<file path="src/rtl/riscv_defines.sv">
// Types shared between the hazard tracker (initiator) and hazard_unit (target).
package riscv_defines;

    localparam int REG_W = 5;

    typedef enum logic [1:0] {
        MEM_NONE  = 2'd0,
        MEM_LOAD  = 2'd1,
        MEM_STORE = 2'd2
    } memaccess_t;

    typedef enum logic [1:0] {
        CF_NONE   = 2'd0,
        CF_BRANCH = 2'd1,
        CF_JAL    = 2'd2,
        CF_JALR   = 2'd3
    } cflow_mode_t;

    typedef struct packed {
        logic load_use;
        logic branch_mispredict;
    } hazard_cause_t;

    typedef struct packed {
        logic             valid;
        logic [REG_W-1:0] rs1;
        logic [REG_W-1:0] rs2;
        logic [REG_W-1:0] rd;
        logic             regwrite;
        memaccess_t       memaccess;
        cflow_mode_t      cflow_mode;
    } stage_meta_t;

    localparam stage_meta_t STAGE_BUBBLE = '{
        valid:      1'b0,
        rs1:        '0,
        rs2:        '0,
        rd:         '0,
        regwrite:   1'b0,
        memaccess:  MEM_NONE,
        cflow_mode: CF_NONE
    };

    typedef struct packed {
        logic [REG_W-1:0] rs1_d;
        logic [REG_W-1:0] rs2_d;
        logic [REG_W-1:0] rs1_e;
        logic [REG_W-1:0] rs2_e;
        logic [REG_W-1:0] rd_e;
        logic             regwrite_e;
        memaccess_t       memaccess_e;
        logic [REG_W-1:0] rs1_m;
        logic [REG_W-1:0] rs2_m;
        logic [REG_W-1:0] rd_m;
        logic             regwrite_m;
        memaccess_t       memaccess_m;
        cflow_mode_t      cflow_mode_m;
        logic [REG_W-1:0] rs1_w;
        logic [REG_W-1:0] rs2_w;
        logic [REG_W-1:0] rd_w;
        logic             regwrite_w;
        memaccess_t       memaccess_w;
        cflow_mode_t      cflow_mode_w;
        cflow_mode_t      cflow_mode;
        logic             mispredict;
        logic             flushflag;
    } hazard_req_t;

    typedef struct packed {
        logic          stall_f;
        logic          stall_d;
        logic          flush_d;
        logic          flush_e;
        logic          flush_m;
        hazard_cause_t hazard_cause;
    } hazard_res_t;

    // A record only claims a register write while it holds a real instruction.
    function automatic logic live_regwrite(input stage_meta_t s);
        return s.valid & s.regwrite;
    endfunction

endpackage

</file>
<file path="src/rtl/hazard_interface.sv">
// Request/response bundle between the hazard tracker and hazard_unit.
interface hazard_interface;
    import riscv_defines::*;

    hazard_req_t req;
    hazard_res_t res;

    modport initiator (output req, input res);
    modport target    (input req, output res);
endinterface

</file>
<file path="src/rtl/hazard_perf_counters.sv">
// Five free-running hazard event counters, wrapping modulo 2^CNT_W.
module hazard_perf_counters #(
    parameter int CNT_W = 32
) (
    input  logic             clk,
    input  logic             rst_n,
    input  logic             ev_stall,
    input  logic             ev_load_use,
    input  logic             ev_mispredict,
    input  logic             ev_flush,
    output logic [CNT_W-1:0] cnt_cycle,
    output logic [CNT_W-1:0] cnt_stall,
    output logic [CNT_W-1:0] cnt_load_use,
    output logic [CNT_W-1:0] cnt_mispredict,
    output logic [CNT_W-1:0] cnt_flush
);

    logic [CNT_W-1:0] cnt_cycle_q, cnt_cycle_d;
    logic [CNT_W-1:0] cnt_stall_q, cnt_stall_d;
    logic [CNT_W-1:0] cnt_load_use_q, cnt_load_use_d;
    logic [CNT_W-1:0] cnt_mispredict_q, cnt_mispredict_d;
    logic [CNT_W-1:0] cnt_flush_q, cnt_flush_d;

    always_comb begin
        cnt_cycle_d      = cnt_cycle_q + CNT_W'(1);
        cnt_stall_d      = cnt_stall_q + CNT_W'(ev_stall);
        cnt_load_use_d   = cnt_load_use_q + CNT_W'(ev_load_use);
        cnt_mispredict_d = cnt_mispredict_q + CNT_W'(ev_mispredict);
        cnt_flush_d      = cnt_flush_q + CNT_W'(ev_flush);
    end

    // NOTE: state uses non-blocking assignments so every flop samples pre-edge values.
    always_ff @(posedge clk or negedge rst_n) begin
        if (!rst_n) begin
            cnt_cycle_q      <= '0;
            cnt_stall_q      <= '0;
            cnt_load_use_q   <= '0;
            cnt_mispredict_q <= '0;
            cnt_flush_q      <= '0;
        end else begin
            cnt_cycle_q      <= cnt_cycle_d;
            cnt_stall_q      <= cnt_stall_d;
            cnt_load_use_q   <= cnt_load_use_d;
            cnt_mispredict_q <= cnt_mispredict_d;
            cnt_flush_q      <= cnt_flush_d;
        end
    end

    assign cnt_cycle      = cnt_cycle_q;
    assign cnt_stall      = cnt_stall_q;
    assign cnt_load_use   = cnt_load_use_q;
    assign cnt_mispredict = cnt_mispredict_q;
    assign cnt_flush      = cnt_flush_q;

endmodule

</file>
<file path="src/rtl/hazard_tracker.sv">
// Tracks E/M/W hazard metadata, drives hazard_bus.req and converts the
// stall/flush response into pipeline-register enables and clears.
module hazard_tracker
    import riscv_defines::*;
#(
    parameter int CNT_W = 32
) (
    input  logic                 clk,
    input  logic                 rst_n,
    hazard_interface.initiator   hazard_bus,
    input  logic                 valid_d,
    input  logic [REG_W-1:0]     rs1_d,
    input  logic [REG_W-1:0]     rs2_d,
    input  logic [REG_W-1:0]     rd_d,
    input  logic                 regwrite_d,
    input  memaccess_t           memaccess_d,
    input  cflow_mode_t          cflow_mode_d,
    input  logic                 mispredict_e,
    input  logic                 trap_flush,
    output logic                 en_f,
    output logic                 en_d,
    output logic                 clr_d,
    output logic                 clr_e,
    output logic                 clr_m,
    output logic                 valid_e,
    output logic                 valid_m,
    output logic                 valid_w,
    output logic [CNT_W-1:0]     cnt_cycle,
    output logic [CNT_W-1:0]     cnt_stall,
    output logic [CNT_W-1:0]     cnt_load_use,
    output logic [CNT_W-1:0]     cnt_mispredict,
    output logic [CNT_W-1:0]     cnt_flush
);

    stage_meta_t rec_e_q, rec_e_d;
    stage_meta_t rec_m_q, rec_m_d;
    stage_meta_t rec_w_q, rec_w_d;
    hazard_res_t res;
    hazard_req_t req;

    assign res = hazard_bus.res;

    // Flush wins over stall; a stalled D is replaced by a bubble so it is not issued twice.
    always_comb begin
        rec_w_d = rec_m_q;
        rec_m_d = res.flush_m ? STAGE_BUBBLE : rec_e_q;
        if (res.flush_e || res.stall_d) begin
            rec_e_d = STAGE_BUBBLE;
        end else begin
            rec_e_d = '{
                valid:      valid_d,
                rs1:        rs1_d,
                rs2:        rs2_d,
                rd:         rd_d,
                regwrite:   regwrite_d,
                memaccess:  memaccess_d,
                cflow_mode: cflow_mode_d
            };
        end
    end

    always_ff @(posedge clk or negedge rst_n) begin
        if (!rst_n) begin
            rec_e_q <= STAGE_BUBBLE;
            rec_m_q <= STAGE_BUBBLE;
            rec_w_q <= STAGE_BUBBLE;
        end else begin
            rec_e_q <= rec_e_d;
            rec_m_q <= rec_m_d;
            rec_w_q <= rec_w_d;
        end
    end

    // NOTE: every field gets a default first so no path through this block infers a latch.
    always_comb begin
        req              = '0;
        req.rs1_d        = valid_d ? rs1_d : '0;
        req.rs2_d        = valid_d ? rs2_d : '0;
        req.rs1_e        = rec_e_q.rs1;
        req.rs2_e        = rec_e_q.rs2;
        req.rd_e         = rec_e_q.rd;
        req.regwrite_e   = live_regwrite(rec_e_q);
        req.memaccess_e  = rec_e_q.memaccess;
        req.rs1_m        = rec_m_q.rs1;
        req.rs2_m        = rec_m_q.rs2;
        req.rd_m         = rec_m_q.rd;
        req.regwrite_m   = live_regwrite(rec_m_q);
        req.memaccess_m  = rec_m_q.memaccess;
        req.cflow_mode_m = rec_m_q.cflow_mode;
        req.rs1_w        = rec_w_q.rs1;
        req.rs2_w        = rec_w_q.rs2;
        req.rd_w         = rec_w_q.rd;
        req.regwrite_w   = live_regwrite(rec_w_q);
        req.memaccess_w  = rec_w_q.memaccess;
        req.cflow_mode_w = rec_w_q.cflow_mode;
        req.cflow_mode   = rec_e_q.cflow_mode;
        req.mispredict   = mispredict_e & rec_e_q.valid;
        req.flushflag    = trap_flush;
    end

    assign hazard_bus.req = req;

    assign en_f    = !res.stall_f;
    assign en_d    = !res.stall_d;
    assign clr_d   = res.flush_d;
    assign clr_e   = res.flush_e;
    assign clr_m   = res.flush_m;
    assign valid_e = rec_e_q.valid;
    assign valid_m = rec_m_q.valid;
    assign valid_w = rec_w_q.valid;

    hazard_perf_counters #(.CNT_W(CNT_W)) u_perf (
        .clk            (clk),
        .rst_n          (rst_n),
        .ev_stall       (res.stall_d),
        .ev_load_use    (res.hazard_cause.load_use),
        .ev_mispredict  (res.hazard_cause.branch_mispredict),
        .ev_flush       (trap_flush),
        .cnt_cycle      (cnt_cycle),
        .cnt_stall      (cnt_stall),
        .cnt_load_use   (cnt_load_use),
        .cnt_mispredict (cnt_mispredict),
        .cnt_flush      (cnt_flush)
    );

endmodule

</file>
<file path="src/flat_wrapper.sv">
// flat-port wrapper written by rule: the top's interface ports become plain ports
module hazard_tracker_flat import riscv_defines::*;
#(
    parameter int CNT_W = 32
)
  (clk, rst_n, valid_d, rs1_d, rs2_d, rd_d, regwrite_d, memaccess_d, cflow_mode_d, mispredict_e, trap_flush, en_f, en_d, clr_d, clr_e, clr_m, valid_e, valid_m, valid_w, cnt_cycle, cnt_stall, cnt_load_use, cnt_mispredict, cnt_flush, hazard_bus_req, hazard_bus_res);
  hazard_interface hazard_bus_i ();
  input  logic clk;
  input  logic rst_n;
  input  logic valid_d;
  input  logic [REG_W-1:0] rs1_d;
  input  logic [REG_W-1:0] rs2_d;
  input  logic [REG_W-1:0] rd_d;
  input  logic regwrite_d;
  input  memaccess_t memaccess_d;
  input  cflow_mode_t cflow_mode_d;
  input  logic mispredict_e;
  input  logic trap_flush;
  output logic en_f;
  output logic en_d;
  output logic clr_d;
  output logic clr_e;
  output logic clr_m;
  output logic valid_e;
  output logic valid_m;
  output logic valid_w;
  output logic [CNT_W-1:0] cnt_cycle;
  output logic [CNT_W-1:0] cnt_stall;
  output logic [CNT_W-1:0] cnt_load_use;
  output logic [CNT_W-1:0] cnt_mispredict;
  output logic [CNT_W-1:0] cnt_flush;
  output wire logic [$bits(hazard_bus_i.req)-1:0] hazard_bus_req;
  input wire logic [$bits(hazard_bus_i.res)-1:0] hazard_bus_res;
  assign hazard_bus_req = hazard_bus_i.req;
  assign hazard_bus_i.res = hazard_bus_res;
  hazard_tracker #(.CNT_W(CNT_W)) u_core (.clk(clk), .rst_n(rst_n), .hazard_bus(hazard_bus_i), .valid_d(valid_d), .rs1_d(rs1_d), .rs2_d(rs2_d), .rd_d(rd_d), .regwrite_d(regwrite_d), .memaccess_d(memaccess_d), .cflow_mode_d(cflow_mode_d), .mispredict_e(mispredict_e), .trap_flush(trap_flush), .en_f(en_f), .en_d(en_d), .clr_d(clr_d), .clr_e(clr_e), .clr_m(clr_m), .valid_e(valid_e), .valid_m(valid_m), .valid_w(valid_w), .cnt_cycle(cnt_cycle), .cnt_stall(cnt_stall), .cnt_load_use(cnt_load_use), .cnt_mispredict(cnt_mispredict), .cnt_flush(cnt_flush));
endmodule
</file>
<file path="config.mk">
export PLATFORM = sky130hd
export DESIGN_NAME = hazard_tracker_flat
export DESIGN_NICKNAME = d
export VERILOG_FILES = /design/src/rtl/riscv_defines.sv /design/src/rtl/hazard_interface.sv /design/src/rtl/hazard_perf_counters.sv /design/src/rtl/hazard_tracker.sv /design/src/flat_wrapper.sv
export SDC_FILE = /design/constraint.sdc
export NUM_CORES = 1
export LEC_CHECK = 0
export CAP_MARGIN = 40
export CORE_ASPECT_RATIO = 0.6
export CORE_UTILIZATION = 48
export CTS_CLUSTER_DIAMETER = 30
export DETAILED_ROUTE_END_ITERATION = 8
export GPL_ROUTABILITY_DRIVEN = 0
export GPL_TIMING_DRIVEN = 0
export PLACE_DENSITY = 0.79
export SLEW_MARGIN = 20
export SYNTH_ARGS = -nofsm -noshare
export SYNTH_HDL_FRONTEND = slang
export SYNTH_SLANG_ARGS = --single-unit
</file>
<file path="constraint.sdc">
create_clock -name clk -period 2.4 [get_ports clk]
set_clock_uncertainty 0.1 [all_clocks]
set_input_delay 0.48 -clock clk [delete_from_list [all_inputs] [get_ports clk]]
set_output_delay 0.48 -clock clk [all_outputs]
set_load 0.05 [all_outputs]
</file>
==> metrics <==
clock sink total roughly 220; required time of the worst setup path between 1500 and 2000 ps; Clk pin slew, worst setup/hold paths approximately 50 ps; xor/xnor cell area share of the yosys netlist 0.139; pin count of the biggest net entering global routing 83; worst slew pin tran 751 ps; post-synthesis area per instance between 10 and 15 sq um; detailed-router iteration count before antenna repair 5; total inserted antenna cells 0; clock root cell clkbuf_16; worst setup path class reg2out; post-synth top area share 0.591; drt total wl between 20000 and 25000 um; cell family with most CP delay buffers and inverters; period utilization 0.983; cell with the largest stage delay on the worst path clkdlybuf4s50_1; Via Count a little under 7000; global-route wire length before repair roughly 37000 um; antenna violations before repair 0; Synth area leaders dfrtp_1 (59%), xnor2_1 (10%), buf_4 (4.8%), xor2_1 (3.6%), nand3_1 (3.2%); count of nets left with antenna violations after detail routing 0; clock tree from TritonCTS yes; adder-cell share of the synthesized area 0.0172; Netlist Area Pre-Place 9440 sq um; top achievable clock speed between 400 and 500 MHz; number of warnings printed during yosys synthesis 0; Yosys top cell by area dfrtp_1; cts bufs inserted 35; Worst Setup Start Kind register; detailed placement HPWL about 16000 um; number of design rule violations left after detail routing 0; Final Net Count between 1000 and 1500; proportion of synthesized chip area in sequential cells 0.591; classification of the worst-slack hold path reg2reg; prevailing post-synth register cell dfrtp_1; violation count after the first detailed-routing iteration 329; peak per-stage delay on the critical path between 800 and 900 ps; CP Data Arrival Time 1780 ps; fraction of the mapped netlist area in compound gates 0; dominant combinational cell family by area after synthesis simple AND/OR/NAND/NOR gates; max-capacitance violation count 0; stages on the worst setup path 1; outcome finished, final reports clean; setup-violating endpoint count in the final report 0; Syn Inst Count 787; largest vdd supply drop 0.859 mV; post-route setup TNS 0 ps; number of filler cells placed in the layout 1371; starting density of the core 0.494; Vias/cell 4.94; endpoint kind of the worst setup timing path output pin; number of setup buffers added after CTS 0; cell breakdown of the critical path clkdlybuf4s50_1; relative slew slack 0.499; average wire per cell in the routed design 16.7 um; unrepaired setup endpoints after global routing false; combined area of the multi-input logic cells ~3300 sq um; FFs w/ async S/R, synth 1.00; fraction of layout instances using a drive strength above 1 0.133; buffers plus inverters on the worst setup path 1; # port buffers 270; final hold viol count 0; Die ar. slightly above 20000 sq um; number of register bits inferred by synthesis 223; met2 layer usage reported by global route 0.341; Period minus WS final 2360 ps; pre-CTS setup slack -727 ps; worst setup margin around 40 ps; most frequent cell after synthesis dfrtp_1; Post-Synth Simple-Gate Area 0.195; overall die width 183 um; H-tree level count 2; vias in the first global route between 6000 and 7000; remaining global-route overflow 0; logic depth of the worst register-to-register path 6; die height 111 um; global-route total usage across every layer 0.235; static leakage 0.00680 uW; Placement Rows 39; list of most frequent post-synthesis cells dfrtp_1 (223), xnor2_1 (111), buf_4 (61), nand3_1 (60), nand2_1 (58); pwr dens 843 nW/um^2; insertion delay to the later sink of the worst-skew pair 480 ps; met3 demand-to-capacity share in global routing 0.0785; maximum fanout along the worst path 5; Worst Hold Path Cells 0; Global Route met1 Usage 0.340; number of unique standard cell types used by synthesis 31; number of synthesized flops with an enable pin 0; # IOs 272; post-synthesis net count ~830; placeable core area roughly 19000 sq um; busiest metal layer after global routing met2; sequential cell area in the final layout 5580 sq um; count of pins over their slew limit 0; area added between synthesis and finish 46.4%; maximum clock path buffer count 3; multiplexer area fraction after synthesis 0
[flip-flops by register name, summed over array words and instances (netlist names)]
register / cells
u_core.u_perf.cnt_cycle: 32
u_core.u_perf.cnt_stall: 32
u_core.rec_e_q: 1
u_core.valid_m: 1
u_core.rec_m_q: 1
u_core.rec_w_q: 1
u_core.u_perf.cnt_load_use: 32
u_core.valid_e: 1
u_core.valid_w: 1
u_core.u_perf.cnt_mispredict: 32
u_core.u_perf.cnt_flush: 32
u_core.hazard_bus.req: 57
[per-layer routing]
metal  wire length, um  share of wire  up-vias
met5                 0              0        -
met4               334          0.014        0
met3              1930          0.083       35
met2             10200           0.44      236
met1             10800           0.46     3347
li1                  -              -     3230
[path summary, 6_finish.rpt]
check / from / endpoint / slack [ps]
max reg2reg: u_core.u_perf.cnt_flush[16] / u_core.u_perf.cnt_flush[31] / 180
max: u_core.u_perf.cnt_stall[18] / cnt_stall[18] / 40
min in group asynchronous: rst_n / u_core.u_perf.cnt_mispredict[0] / 490
min reg2reg: u_core.hazard_bus.req[24] / u_core.hazard_bus.req[4] / 270
min: u_core.hazard_bus.req[24] / u_core.hazard_bus.req[4] / 270
max in group asynchronous: rst_n / u_core.hazard_bus.req[42] / 870
[where the power goes]
group	leakage (uW)	internal, uW	switching, uW
combinational	0.00316	703	1390
sequential	0.00303	4030	327
clock	0.000605	3450	1760
total	0.00680	8180	3470
[cell type report]
class,instances,share of cell area
tap,266,0.0241
timing repair buffer,273,0.204
clock buffer,48,0.0743
multi-input combinational,484,0.240
inverter,7,0.00190
sequential,223,0.404
buffer,73,0.0373
clock inverter,13,0.0144
[metrics by stage]
step,instance area [sq um],hold slack [ps],power [uW],utilization,instances
final,13800,271,11700,0.723,1387
after detailed placement,12500,259,6520,0.655,1325
after CTS,13800,270,11800,0.720,1387
after global routing,13800,283,12100,0.723,1387
after floorplan,9440,84.4,5650,-,787
after global placement,12500,250,6470,0.652,1323
[layout by cell type (no fill, tap or decap), types with 2 or more instances in the layout]
master           synthesis  layout
dlymetal6s2s_1           0      31
clkdlybuf4s15_2          0       4
bufinv_16                0       4
nor3_1                   7       7
inv_8                    0       3
and3_1                  33      33
dlygate4sd2_1            0      10
xor2_1                  39      39
clkbuf_8                 0       6
nor3_2                   6       6
clkdlybuf4s50_1          0     219
nor4_2                   3       3
nor4_1                   2       2
and2_1                  39      39
inv_6                    0       3
nand3_1                 60      60
nand2_1                 58      58
and4_1                  20      20
clkbuf_16                0      37
inv_1                    6       6
nor2b_1                 21      21
xnor2_1                111     111
buf_4                   61      61
buf_2                    3       8
clkinv_2                 0       2
buf_16                   0       2
dfrtp_1                223     223
nor2_1                  26      26
ha_1                    13      13
nand4_1                 36      36
nand3_2                  2       2
clkbuf_1                 8      12
[cell families (layout without fill, tap and decap cells)]
kind of cell	Yosys count	in the layout
adders and majority gates	13	13
buffers and inverters	80	414
xor gates and xnor gates	150	150
and+or+nand+nor	321	321
DFF	223	223
[timing repair]
| action | in CTS | in global routing |
|---|---|---|
| endpoints found under the setup margin | 19 | 36 |
| gates cloned | 0 | 0 |
| endpoints found under the hold margin | 80 | 0 |
| hold buffers | 1 | 0 |
| gates resized for setup | 40 | 39 |
No activity file was read; power rests on OpenSTA's default activity.
